$ cat src/rtl/tri_sched_pkg.sv
// Shared types and helpers for the lower-triangular index scheduler.
// Define TRI_SCHED_INCLUDE_DIAG_EN to include the diagonal (col <= row) in the walk.
package tri_sched_pkg;

    typedef enum logic [1:0] {
        StIdle,
        StRun,
        StFin
    } tri_sched_state_t;

    localparam int unsigned TRI_SCHED_MAX_N = 16;

`ifdef TRI_SCHED_INCLUDE_DIAG_EN
    localparam bit TRI_SCHED_DIAG = 1'b1;
`else
    localparam bit TRI_SCHED_DIAG = 1'b0;
`endif

    // Number of elements produced for an n x n walk in this build.
    function automatic int unsigned tri_walk_len(input int unsigned n);
        if (n == 0) begin
            return 0;
        end
        if (TRI_SCHED_DIAG) begin
            return (n * (n + 1)) / 2;
        end
        return (n * (n - 1)) / 2;
    endfunction

endpackage

$ cat src/rtl/tri_index_scheduler_if.sv
// Control and index-stream bundle of the triangular scheduler.
// slave is the scheduler side, master the controlling/consuming side.
interface tri_index_scheduler_if #(
    parameter int unsigned MAX_N = 16,
    parameter int unsigned IDX_W = $clog2(MAX_N),
    parameter int unsigned DIM_W = $clog2(MAX_N + 1)
);

    logic             start;
    logic [DIM_W-1:0] n_rows;
    logic             abort;
    logic             out_ready;
    logic             out_valid;
    logic [IDX_W-1:0] row;
    logic [IDX_W-1:0] col;
    logic             row_first;
    logic             row_last;
    logic             last;
    logic             busy;
    logic             done;

    modport master (
        output start,
        output n_rows,
        output abort,
        output out_ready,
        input  out_valid,
        input  row,
        input  col,
        input  row_first,
        input  row_last,
        input  last,
        input  busy,
        input  done
    );

    modport slave (
        input  start,
        input  n_rows,
        input  abort,
        input  out_ready,
        output out_valid,
        output row,
        output col,
        output row_first,
        output row_last,
        output last,
        output busy,
        output done
    );

endinterface

$ cat src/rtl/counter_up_to.sv
// Up-counter that wraps to zero after reaching a run-time bound.
module counter_up_to #(
    parameter int unsigned W = 4
) (
    input  logic         clk,
    input  logic         rst,
    input  logic         clr,
    input  logic         up,
    input  logic [W-1:0] last,
    output logic [W-1:0] count
);

    logic [W-1:0] count_q;
    logic [W-1:0] count_d;

    always_comb begin
        count_d = count_q;
        if (clr) begin
            count_d = '0;
        end else if (up) begin
            count_d = (count_q == last) ? '0 : count_q + 1'b1;
        end
    end

    always_ff @(posedge clk or posedge rst) begin
        if (rst) begin
            count_q <= '0;
        end else begin
            count_q <= count_d;
        end
    end

    assign count = count_q;

endmodule

$ cat src/rtl/tri_index_scheduler.sv
// Row-major lower-triangular (row, col) walk with start/done and valid/ready flow control.
// TRI_SCHED_INCLUDE_DIAG_EN selects whether the diagonal is part of the walk.
module tri_index_scheduler
    import tri_sched_pkg::*;
#(
    parameter int unsigned MAX_N = TRI_SCHED_MAX_N,
    parameter int unsigned IDX_W = $clog2(MAX_N),
    parameter int unsigned DIM_W = $clog2(MAX_N + 1)
) (
    input logic               clk,
    input logic               rst,
    tri_index_scheduler_if.slave bus
);

    localparam logic [DIM_W-1:0] MaxNDim  = DIM_W'(MAX_N);
    localparam logic [IDX_W-1:0] RowStart = IDX_W'(TRI_SCHED_DIAG ? 0 : 1);

    tri_sched_state_t state_q;
    logic [DIM_W-1:0] n_q;
    logic [IDX_W-1:0] row_q;
    logic [IDX_W-1:0] col;
    logic             out_valid_q;
    logic             row_first_q;
    logic             row_last_q;
    logic             last_q;
    logic             busy_q;
    logic             done_q;

    logic             hs;
    logic             walk_ok;
    logic             col_clr;
    logic             col_wrap;
    logic [IDX_W-1:0] row_end;
    logic [IDX_W-1:0] row_nxt;
    logic [IDX_W-1:0] col_nxt;
    logic [IDX_W-1:0] row_end_nxt;
    logic [DIM_W-1:0] n_nxt;
    logic             first_nxt;
    logic             rlast_nxt;
    logic             last_nxt;

    assign hs      = out_valid_q & bus.out_ready;
    assign col_clr = (state_q == StIdle) & bus.start & ~bus.abort;

    // Empty walks skip RUN entirely but still produce a done pulse.
    assign walk_ok = (bus.n_rows != '0) && (bus.n_rows <= MaxNDim) &&
                     (TRI_SCHED_DIAG || (bus.n_rows != DIM_W'(1)));

    // Index and flag values for the element presented after the next accepted step:
    // the first element when starting from IDLE, otherwise the successor of the current one.
    always_comb begin
        row_end  = TRI_SCHED_DIAG ? row_q : row_q - 1'b1;
        col_wrap = (col == row_end);
        n_nxt    = n_q;
        row_nxt  = row_q;
        col_nxt  = col + 1'b1;
        if (state_q == StIdle) begin
            n_nxt   = bus.n_rows;
            row_nxt = RowStart;
            col_nxt = '0;
        end else if (col_wrap) begin
            row_nxt = row_q + 1'b1;
            col_nxt = '0;
        end
        row_end_nxt = TRI_SCHED_DIAG ? row_nxt : row_nxt - 1'b1;
        first_nxt   = (col_nxt == '0);
        rlast_nxt   = (col_nxt == row_end_nxt);
        last_nxt    = rlast_nxt && (DIM_W'(row_nxt) == n_nxt - 1'b1);
    end

    counter_up_to #(
        .W(IDX_W)
    ) u_col_cnt (
        .clk  (clk),
        .rst  (rst),
        .clr  (col_clr),
        .up   (hs & ~bus.abort),
        .last (row_end),
        .count(col)
    );

    always_ff @(posedge clk or posedge rst) begin
        if (rst) begin
            state_q     <= StIdle;
            n_q         <= '0;
            row_q       <= '0;
            out_valid_q <= 1'b0;
            row_first_q <= 1'b0;
            row_last_q  <= 1'b0;
            last_q      <= 1'b0;
            busy_q      <= 1'b0;
            done_q      <= 1'b0;
        end else begin
            done_q <= 1'b0;
            if (bus.abort) begin
                state_q     <= StIdle;
                out_valid_q <= 1'b0;
                row_first_q <= 1'b0;
                row_last_q  <= 1'b0;
                last_q      <= 1'b0;
                busy_q      <= 1'b0;
            end else begin
                unique case (state_q)
                    StIdle: begin
                        if (bus.start) begin
                            n_q    <= bus.n_rows;
                            busy_q <= 1'b1;
                            if (walk_ok) begin
                                state_q     <= StRun;
                                out_valid_q <= 1'b1;
                                row_q       <= row_nxt;
                                row_first_q <= first_nxt;
                                row_last_q  <= rlast_nxt;
                                last_q      <= last_nxt;
                            end else begin
                                state_q <= StFin;
                                done_q  <= 1'b1;
                            end
                        end
                    end
                    StRun: begin
                        if (hs) begin
                            if (last_q) begin
                                // Row stays at n_rows-1 so the counter never passes its bound.
                                state_q     <= StFin;
                                out_valid_q <= 1'b0;
                                row_first_q <= 1'b0;
                                row_last_q  <= 1'b0;
                                last_q      <= 1'b0;
                                done_q      <= 1'b1;
                            end else begin
                                row_q       <= row_nxt;
                                row_first_q <= first_nxt;
                                row_last_q  <= rlast_nxt;
                                last_q      <= last_nxt;
                            end
                        end
                    end
                    StFin: begin
                        state_q <= StIdle;
                        busy_q  <= 1'b0;
                    end
                    default: begin
                        state_q <= StIdle;
                    end
                endcase
            end
        end
    end

    assign bus.out_valid = out_valid_q;
    assign bus.row       = row_q;
    assign bus.col       = col;
    assign bus.row_first = row_first_q;
    assign bus.row_last  = row_last_q;
    assign bus.last      = last_q;
    assign bus.busy      = busy_q;
    assign bus.done      = done_q;

endmodule

$ cat src/flat_wrapper.sv
// flat-port wrapper written by rule: the top's interface ports become plain ports
module tri_index_scheduler_flat import tri_sched_pkg::*;
#(
    parameter int unsigned MAX_N = TRI_SCHED_MAX_N,
    parameter int unsigned IDX_W = $clog2(MAX_N),
    parameter int unsigned DIM_W = $clog2(MAX_N + 1)
)
  (clk, rst, bus_start, bus_n_rows, bus_abort, bus_out_ready, bus_out_valid, bus_row, bus_col, bus_row_first, bus_row_last, bus_last, bus_busy, bus_done);
  tri_index_scheduler_if #(.MAX_N(MAX_N), .IDX_W(IDX_W), .DIM_W(DIM_W)) bus_i ();
  input logic clk;
  input logic rst;
  input wire logic [$bits(bus_i.start)-1:0] bus_start;
  input wire logic [$bits(bus_i.n_rows)-1:0] bus_n_rows;
  input wire logic [$bits(bus_i.abort)-1:0] bus_abort;
  input wire logic [$bits(bus_i.out_ready)-1:0] bus_out_ready;
  output wire logic [$bits(bus_i.out_valid)-1:0] bus_out_valid;
  output wire logic [$bits(bus_i.row)-1:0] bus_row;
  output wire logic [$bits(bus_i.col)-1:0] bus_col;
  output wire logic [$bits(bus_i.row_first)-1:0] bus_row_first;
  output wire logic [$bits(bus_i.row_last)-1:0] bus_row_last;
  output wire logic [$bits(bus_i.last)-1:0] bus_last;
  output wire logic [$bits(bus_i.busy)-1:0] bus_busy;
  output wire logic [$bits(bus_i.done)-1:0] bus_done;
  assign bus_i.start = bus_start;
  assign bus_i.n_rows = bus_n_rows;
  assign bus_i.abort = bus_abort;
  assign bus_i.out_ready = bus_out_ready;
  assign bus_out_valid = bus_i.out_valid;
  assign bus_row = bus_i.row;
  assign bus_col = bus_i.col;
  assign bus_row_first = bus_i.row_first;
  assign bus_row_last = bus_i.row_last;
  assign bus_last = bus_i.last;
  assign bus_busy = bus_i.busy;
  assign bus_done = bus_i.done;
  tri_index_scheduler #(.MAX_N(MAX_N), .IDX_W(IDX_W), .DIM_W(DIM_W)) u_core (.clk(clk), .rst(rst), .bus(bus_i));
endmodule
$ cat config.mk
export PLATFORM = sky130hd
export DESIGN_NAME = tri_index_scheduler_flat
export DESIGN_NICKNAME = d
export VERILOG_FILES = /design/src/rtl/tri_sched_pkg.sv /design/src/rtl/tri_index_scheduler_if.sv /design/src/rtl/counter_up_to.sv /design/src/rtl/tri_index_scheduler.sv /design/src/flat_wrapper.sv
export SDC_FILE = /design/constraint.sdc
export NUM_CORES = 1
export LEC_CHECK = 0
export CAP_MARGIN = 0
export CORE_MARGIN = 2
export CORE_UTILIZATION = 54
export DETAILED_ROUTE_END_ITERATION = 8
export PLACE_DENSITY = 0.87
export SYNTH_ARGS = -nofsm -noshare
export SYNTH_HDL_FRONTEND = slang
export SYNTH_SLANG_ARGS = --single-unit
$ cat constraint.sdc
create_clock -name clk -period 3.7 [get_ports clk]
set_input_delay 0.74 -clock clk [delete_from_list [all_inputs] [get_ports clk]]
set_output_delay 0.74 -clock clk [all_outputs]
set_load 0.01 [all_outputs]
==> run metrics, run 1 <==
status=complete, no violations; Post-CTS Hold Fix Bufs=0; Startpoint Class=flop; # rows=20; fin crit share=93.0%; DR iter-0 viols=72; Max Clock Skew=0.00112 ns; First-pass DRT Iterations=4; first-pass GRT wire length=5590 µm; area growth from synthesis to final layout=15.1%; Die Span X=59.3 µm; RSZ-0062 raised after global routing=false; diode count=0; wire length per cell=14.0 µm; Synth top area share=31.9%; die area=3510 µm²; Worst Hold Launch=u_core.bus.row_first; CTS Sinks=21; YS warnings=0; synthesized area per cell=8.68 µm²; CP max FO=14; via count=1,412; Final Hold Fails=0; worst slew pin tran=0.786 ns; Initial Utilization=55.4%; final std cells w/o fill=244; Post-synth ARST share=100%; initial antenna violation count=0; Worst Path Arrival=3.66 ns; largest cells by area after synthesis=dfrtp_1 32%, xnor2_1 6.4%, nor2_1 5.0%, nand2_1 4.6%, mux2_2 4.1%; Main synth FF type=dfrtp_1; Setup TNS Final=0 ns; cell count after synthesis=190; Syn Nets=204; DRT Wirelength=3400 µm; CTS root buffer=clkbuf_4; post-synthesis sequential area ratio=31.9%; Ports=24; critical path class=reg2reg; cts bufs inserted=3; filler cell count=255; Hold WS=0.505 ns; DRC Markers=0; post-synthesis cell area=1650 µm²; Worst R2R Start=u_core.bus.row[0]; total track usage=20.6%; hold depth=1; pin count of the biggest net entering global routing=22; Final Max Tran Viols=0; Clk pin slew, worst setup/hold paths=0.12 ns; area occupied by multi-input gates=1030 µm²; CTS tree=done; Leakage=0.000785 µW; vias in the first global route=1,257; clock latency on the worst-skew pair=0.31 ns; Clock Tree Buf Depth=2; Cell variety after synth=46; post-CTS setup buffers=0; Hold EP=u_core.bus.row_first; layout cell share with drive strength beyond 1=10.9%; Reg2Reg Depth=10; max cap viols=0; min Tclk post-route=3.44 ns; post-CTS sizing=0; area leader, netlist=dfrtp_1; number of vias per cell=5.79; port bufs=23; crit end category=flop; Max Freq=291 MHz; Core ar.=2980 µm²; Worst R2R Setup Slack=0.26 ns; Cells after DPL=240; pwr dens=508 nW/µm²; min-delay worst type=reg2reg; post-route ant nets=0; Worst Path Required=3.92 ns; Slew headroom=47.6%; gr ovfl total=0; hpwl dp=2630 µm; r2r endpoint=u_core.bus.last; sequential cell area=526 µm²; RD Place Congestion=0.839; EDFF count, synth=0; Finish-stage setup viols=0; flop and latch count out of synthesis=21; VDD IR-drop max=0.232 mV; Nets=226; Die Ht=59.3 µm; htree depth=1
report_power, final:
part	switching (µW)	internal, µW	total (µW)
clock network	74.9	41.4	116
logic	288	252	541
registers	49.1	259	308
stage by stage:
stage	total power (µW)	setup slack (ns)	util (%)	instance area [µm²]
detailed placement	851	0.317	62.7	1870
global route	1040	0.0410	63.7	1900
global placement	838	0.420	62.7	1870
finish	965	0.261	63.7	1900
floorplan	753	0.733	-	1650
CTS	969	0.298	63.7	1900
state kept, by name, indices dropped and copies added (netlist names):
name,flops
u_core.n_q,5
u_core.state_q,2
u_core.bus.last,1
u_core.bus.busy,1
u_core.u_col_cnt.count,4
u_core.bus.done,1
u_core.bus.row_last,1
u_core.bus.row_first,1
u_core.bus.row,4
u_core.bus.out_valid,1
layer usage:
layer	part of all wire [%]	vias up	track usage, %
met3	4.9	5	1.31
met5	0	-	0
met1	46	658	28.8
li1	-	708	-
met4	1.4	0	6.82
met2	48	41	33.9
worst max-delay path, cell delays in order, from the launching register on:
cell	delay, ns
dfrtp_1	0.67
inv_1	0.22
ha_1	0.45
xnor2_1	0.34
nor2_1	0.16
a32oi_2	0.57
o21ai_0	0.23
xor2_1	0.20
xnor2_1	0.17
a21oi_1	0.10
a32o_1	0.23
how the worst max path moves through the flow:
stage / startpoint / endpoint / cells past startpoint
floorplan: u_core.bus.row[0] / u_core.bus.last / 12
global placement: u_core.bus.row[0] / u_core.bus.last / 10
detailed placement: u_core.bus.row[0] / u_core.bus.last / 10
CTS: u_core.bus.row[0] / u_core.bus.last / 10
global route: u_core.bus.row[0] / u_core.bus.last / 10
finish: u_core.bus.row[0] / u_core.bus.last / 10
cell usage in the layout, fill, tap and decap left out, types with 2 or more instances in the layout:
cell type,netlist,routed
nor2_1,22,22
or3_1,2,2
dfrtp_1,21,21
clkbuf_4,0,3
nand3_1,5,5
ha_1,4,4
clkdlybuf4s50_1,0,23
nand3b_1,2,2
xor2_1,7,7
nor2b_1,5,5
a31oi_2,2,2
inv_1,6,6
nand2b_1,5,5
nand2_1,20,20
buf_4,2,2
o21ai_0,6,6
mux2i_1,5,5
a21oi_1,13,13
xnor2_1,12,12
nor3_1,9,9
a21o_1,2,2
mux2_2,6,6
or2_2,2,2
a31oi_1,4,4
o31ai_1,2,2
final cells by class:
cell class / instances / share of cell area, %
Clock buffer: 3 / 1.19
Clock inverter: 1 / 0.396
Inverter: 6 / 1.19
Multi-Input combinational cell: 155 / 54.4
Sequential cell: 21 / 27.7
Tap cell: 33 / 2.18
Timing Repair Buffer: 25 / 12.9
kinds of logic after synthesis:
kind of cell,Yosys count,synth area share (%)
muxes,12,7.81
DFF,21,31.9
AOI/OAI and AO/OA,39,16.6
adders and majority gates,4,3.04
xor gates and xnor gates,19,10.1
buffers and inverters,14,5.46
and+or+nand+nor,81,25.1
cells in the mapped netlist (2+ instances only):
| cell | count |
|---|---|
| a31oi_2 | 2 |
| mux2_2 | 6 |
| or2_2 | 2 |
| a31oi_1 | 4 |
| or3_1 | 2 |
| nand3b_1 | 2 |
| ha_1 | 4 |
| xnor2_1 | 12 |
| a21o_1 | 2 |
| mux2i_1 | 5 |
| nor3_1 | 9 |
| nand2b_1 | 5 |
| nand2_1 | 20 |
| o31ai_1 | 2 |
| dfrtp_1 | 21 |
| nor2b_1 | 5 |
| xor2_1 | 7 |
| buf_6 | 4 |
| o21ai_0 | 6 |
| inv_1 | 6 |
| a21oi_1 | 13 |
| nor2_1 | 22 |
| buf_4 | 2 |
| nand3_1 | 5 |
No activity file was read; power rests on OpenSTA's default activity.
==> run 2, diff against run 1 <==
CORE_UTILIZATION = 38   (was 54)
PLACE_DENSITY = 0.67   (was 0.87)
==> run 2 against run 1 <==
Core utilization fell by 16 points. Total power rose by 3.9%. First-iteration DRC count fell by 19%. Critical path type unchanged. Clock power rose by 29%. Non-clock buffer count rose by 1. Critical endpoint unchanged.
==> run metrics, run 2 (synthesis results as in run 1) <==
status=complete, no violations; min Tclk post-route=3.00 ns (-0.436 ns); Clock Tree Buf Depth=2 (unchanged); Die Span X=69.9 µm (+18%); DRC Markers=0 (unchanged); flip-flop count of the largest register after layout=5 (unchanged); Top reg by flops=u_core.n_q; pwr dens=516 nW/µm² (+1.5%); most common cell after layout, fill and taps aside=clkdlybuf4s50_1; initial antenna violation count=0 (unchanged); Max Clock Skew=0.00968 ns (+0.00856 ns); First-pass DRT Iterations=4 (unchanged); Final Max Tran Viols=0 (unchanged); layout cell share with drive strength beyond 1=11.3% (+0.42 points); Ports=24 (unchanged); clock latency on the worst-skew pair=0.26 ns (-0.05 ns); crit end category=flop; crit-path max cell delay=0.53 ns (-0.14 ns); Core ar.=4090 µm² (+37%); Clk pin slew, worst setup/hold paths=0.08 ns (-0.04 ns); DR iter-0 viols=58 (-19%); hpwl dp=2770 µm (+5.1%); critical path class=reg2reg; first-pass GRT wire length=6430 µm (+15%); total track usage=15.8% (-4.8 points); via count=1,401 (-0.78%); Worst Path Arrival=3.16 ns (-0.50 ns); RD Place Congestion=0.849 (+1.3%); CP max-delay cell=dfrtp_1; Slew headroom=46.1% (-1.4 points); min-delay worst type=reg2reg; # rows=23 (+15%); post-route ant nets=0 (unchanged); Setup TNS Final=0 ns (unchanged); wire length per cell=13.6 µm (-2.6%); max cap viols=0 (unchanged); CTS Sinks=21 (unchanged); commonest cells after routing, fill and taps aside=23 x clkdlybuf4s50_1, 22 x nor2_1, 21 x dfrtp_1; die area=4880 µm² (+39%); CP Cell Sequence=inv_1, ha_1, xnor2_1, nor2_1, a32oi_2, buf_4, mux2i_1, nand2_1, o2111ai_1, a21oi_1, a32o_1; Initial Utilization=40.4% (-15 points); vias in the first global route=1,365 (+8.6%); htree depth=1 (unchanged); pin count of the biggest net entering global routing=22 (unchanged); DRT Wirelength=3560 µm (+4.6%); area growth from synthesis to final layout=17.8%; gr ovfl total=0 (unchanged); Die Ht=69.9 µm (+18%); CTS tree=done; Nets=227 (+0.44%); post-CTS sizing=0 (unchanged); RSZ-0062 raised after global routing=false; worst slew pin tran=0.807 ns (+0.0213 ns); Final Hold Fails=0 (unchanged); number of vias per cell=5.35 (-7.6%); cts bufs inserted=3 (unchanged); Startpoint Class=flop; Leakage=0.000801 µW (+2.0%); fin crit share=81.2% (-12 points); port bufs=23 (unchanged); CP max FO=9 (-5); total power=1000 µW (+3.9%); diode count=0 (unchanged); Max Freq=333 MHz (+15%); post-CTS setup buffers=0 (unchanged); VDD IR-drop max=0.241 mV (+3.9%); CTS root buffer=clkbuf_8; Finish-stage setup viols=0 (unchanged); Worst Path Required=3.86 ns (-0.06 ns); Post-CTS Hold Fix Bufs=0 (unchanged)
run 2: changes by cell type in the layout (fill, tap and decap cells not counted):
| cell | previous run | this run |
|---|---|---|
| buf_4 | 2 | 3 |
| clkbuf_4 | 3 | 0 |
| clkinvlp_4 | 1 | 0 |
| clkinv_2 | 0 | 1 |
| clkbuf_8 | 0 | 3 |
run 2: final cells by class:
class	count	area (µm²)
Fill cell	407	2140
Multi-Input combinational cell	155	1030
Sequential cell	21	526
Timing Repair Buffer	26	253
Tap cell	50	62.6
Clock buffer	3	41.3
Inverter	6	22.5
Clock inverter	1	5.00
run 2: critical path, delay by kind of cell, from the launching register on:
family	cells	cell delay, ns
buffers and inverters	2	0.36
AND/OR/NAND/NOR	2	0.22
adder cells (fa/ha/maj)	1	0.41
XOR/XNOR	1	0.30
multiplexers	1	0.20
AO/OA/AOI/OAI	4	0.87
flip-flops	1	0.53
run 2: worst paths after layout:
check	startpoint	end	slack [ns]	depth (start not counted)
setup / recovery	u_core.bus.row[1]	u_core.bus.last	0.70	11
hold / removal	u_core.bus.row_first	u_core.bus.row_first	0.48	1
setup reg to reg	u_core.bus.row[1]	u_core.bus.last	0.70	11
hold reg to reg	u_core.bus.row_first	u_core.bus.row_first	0.48	1
max in group asynchronous	rst	u_core.bus.row[3]	2.27	2
min in group asynchronous	rst	u_core.bus.out_valid	0.93	2
run 2: power by group:
group	switching (µW)	total [µW]	internal, µW
clock network	74.9	150	75.0
logic	300	557	257
registers	36.2	295	259
run 2: metrics by stage:
stage | instances | util (%) | hold slack (ns) | instance area, µm² | worst slack (ns)
floorplan | 190 | - | 0.501 | 1650 | 0.733
global placement | 258 | 46.4 | 0.460 | 1900 | 0.667
detailed placement | 258 | 46.4 | 0.469 | 1900 | 0.622
CTS | 262 | 47.6 | 0.489 | 1940 | 0.681
global route | 262 | 47.6 | 0.517 | 1940 | 0.458
finish | 262 | 47.6 | 0.484 | 1940 | 0.696
run 2: routing by layer:
layer	GRT usage, %	wire [µm]	vias to the layer above
li1	-	-	709
met1	22.8	1710	640
met5	0	0	-
met2	25.0	1630	45
met3	1.73	175	7
met4	4.70	46	0
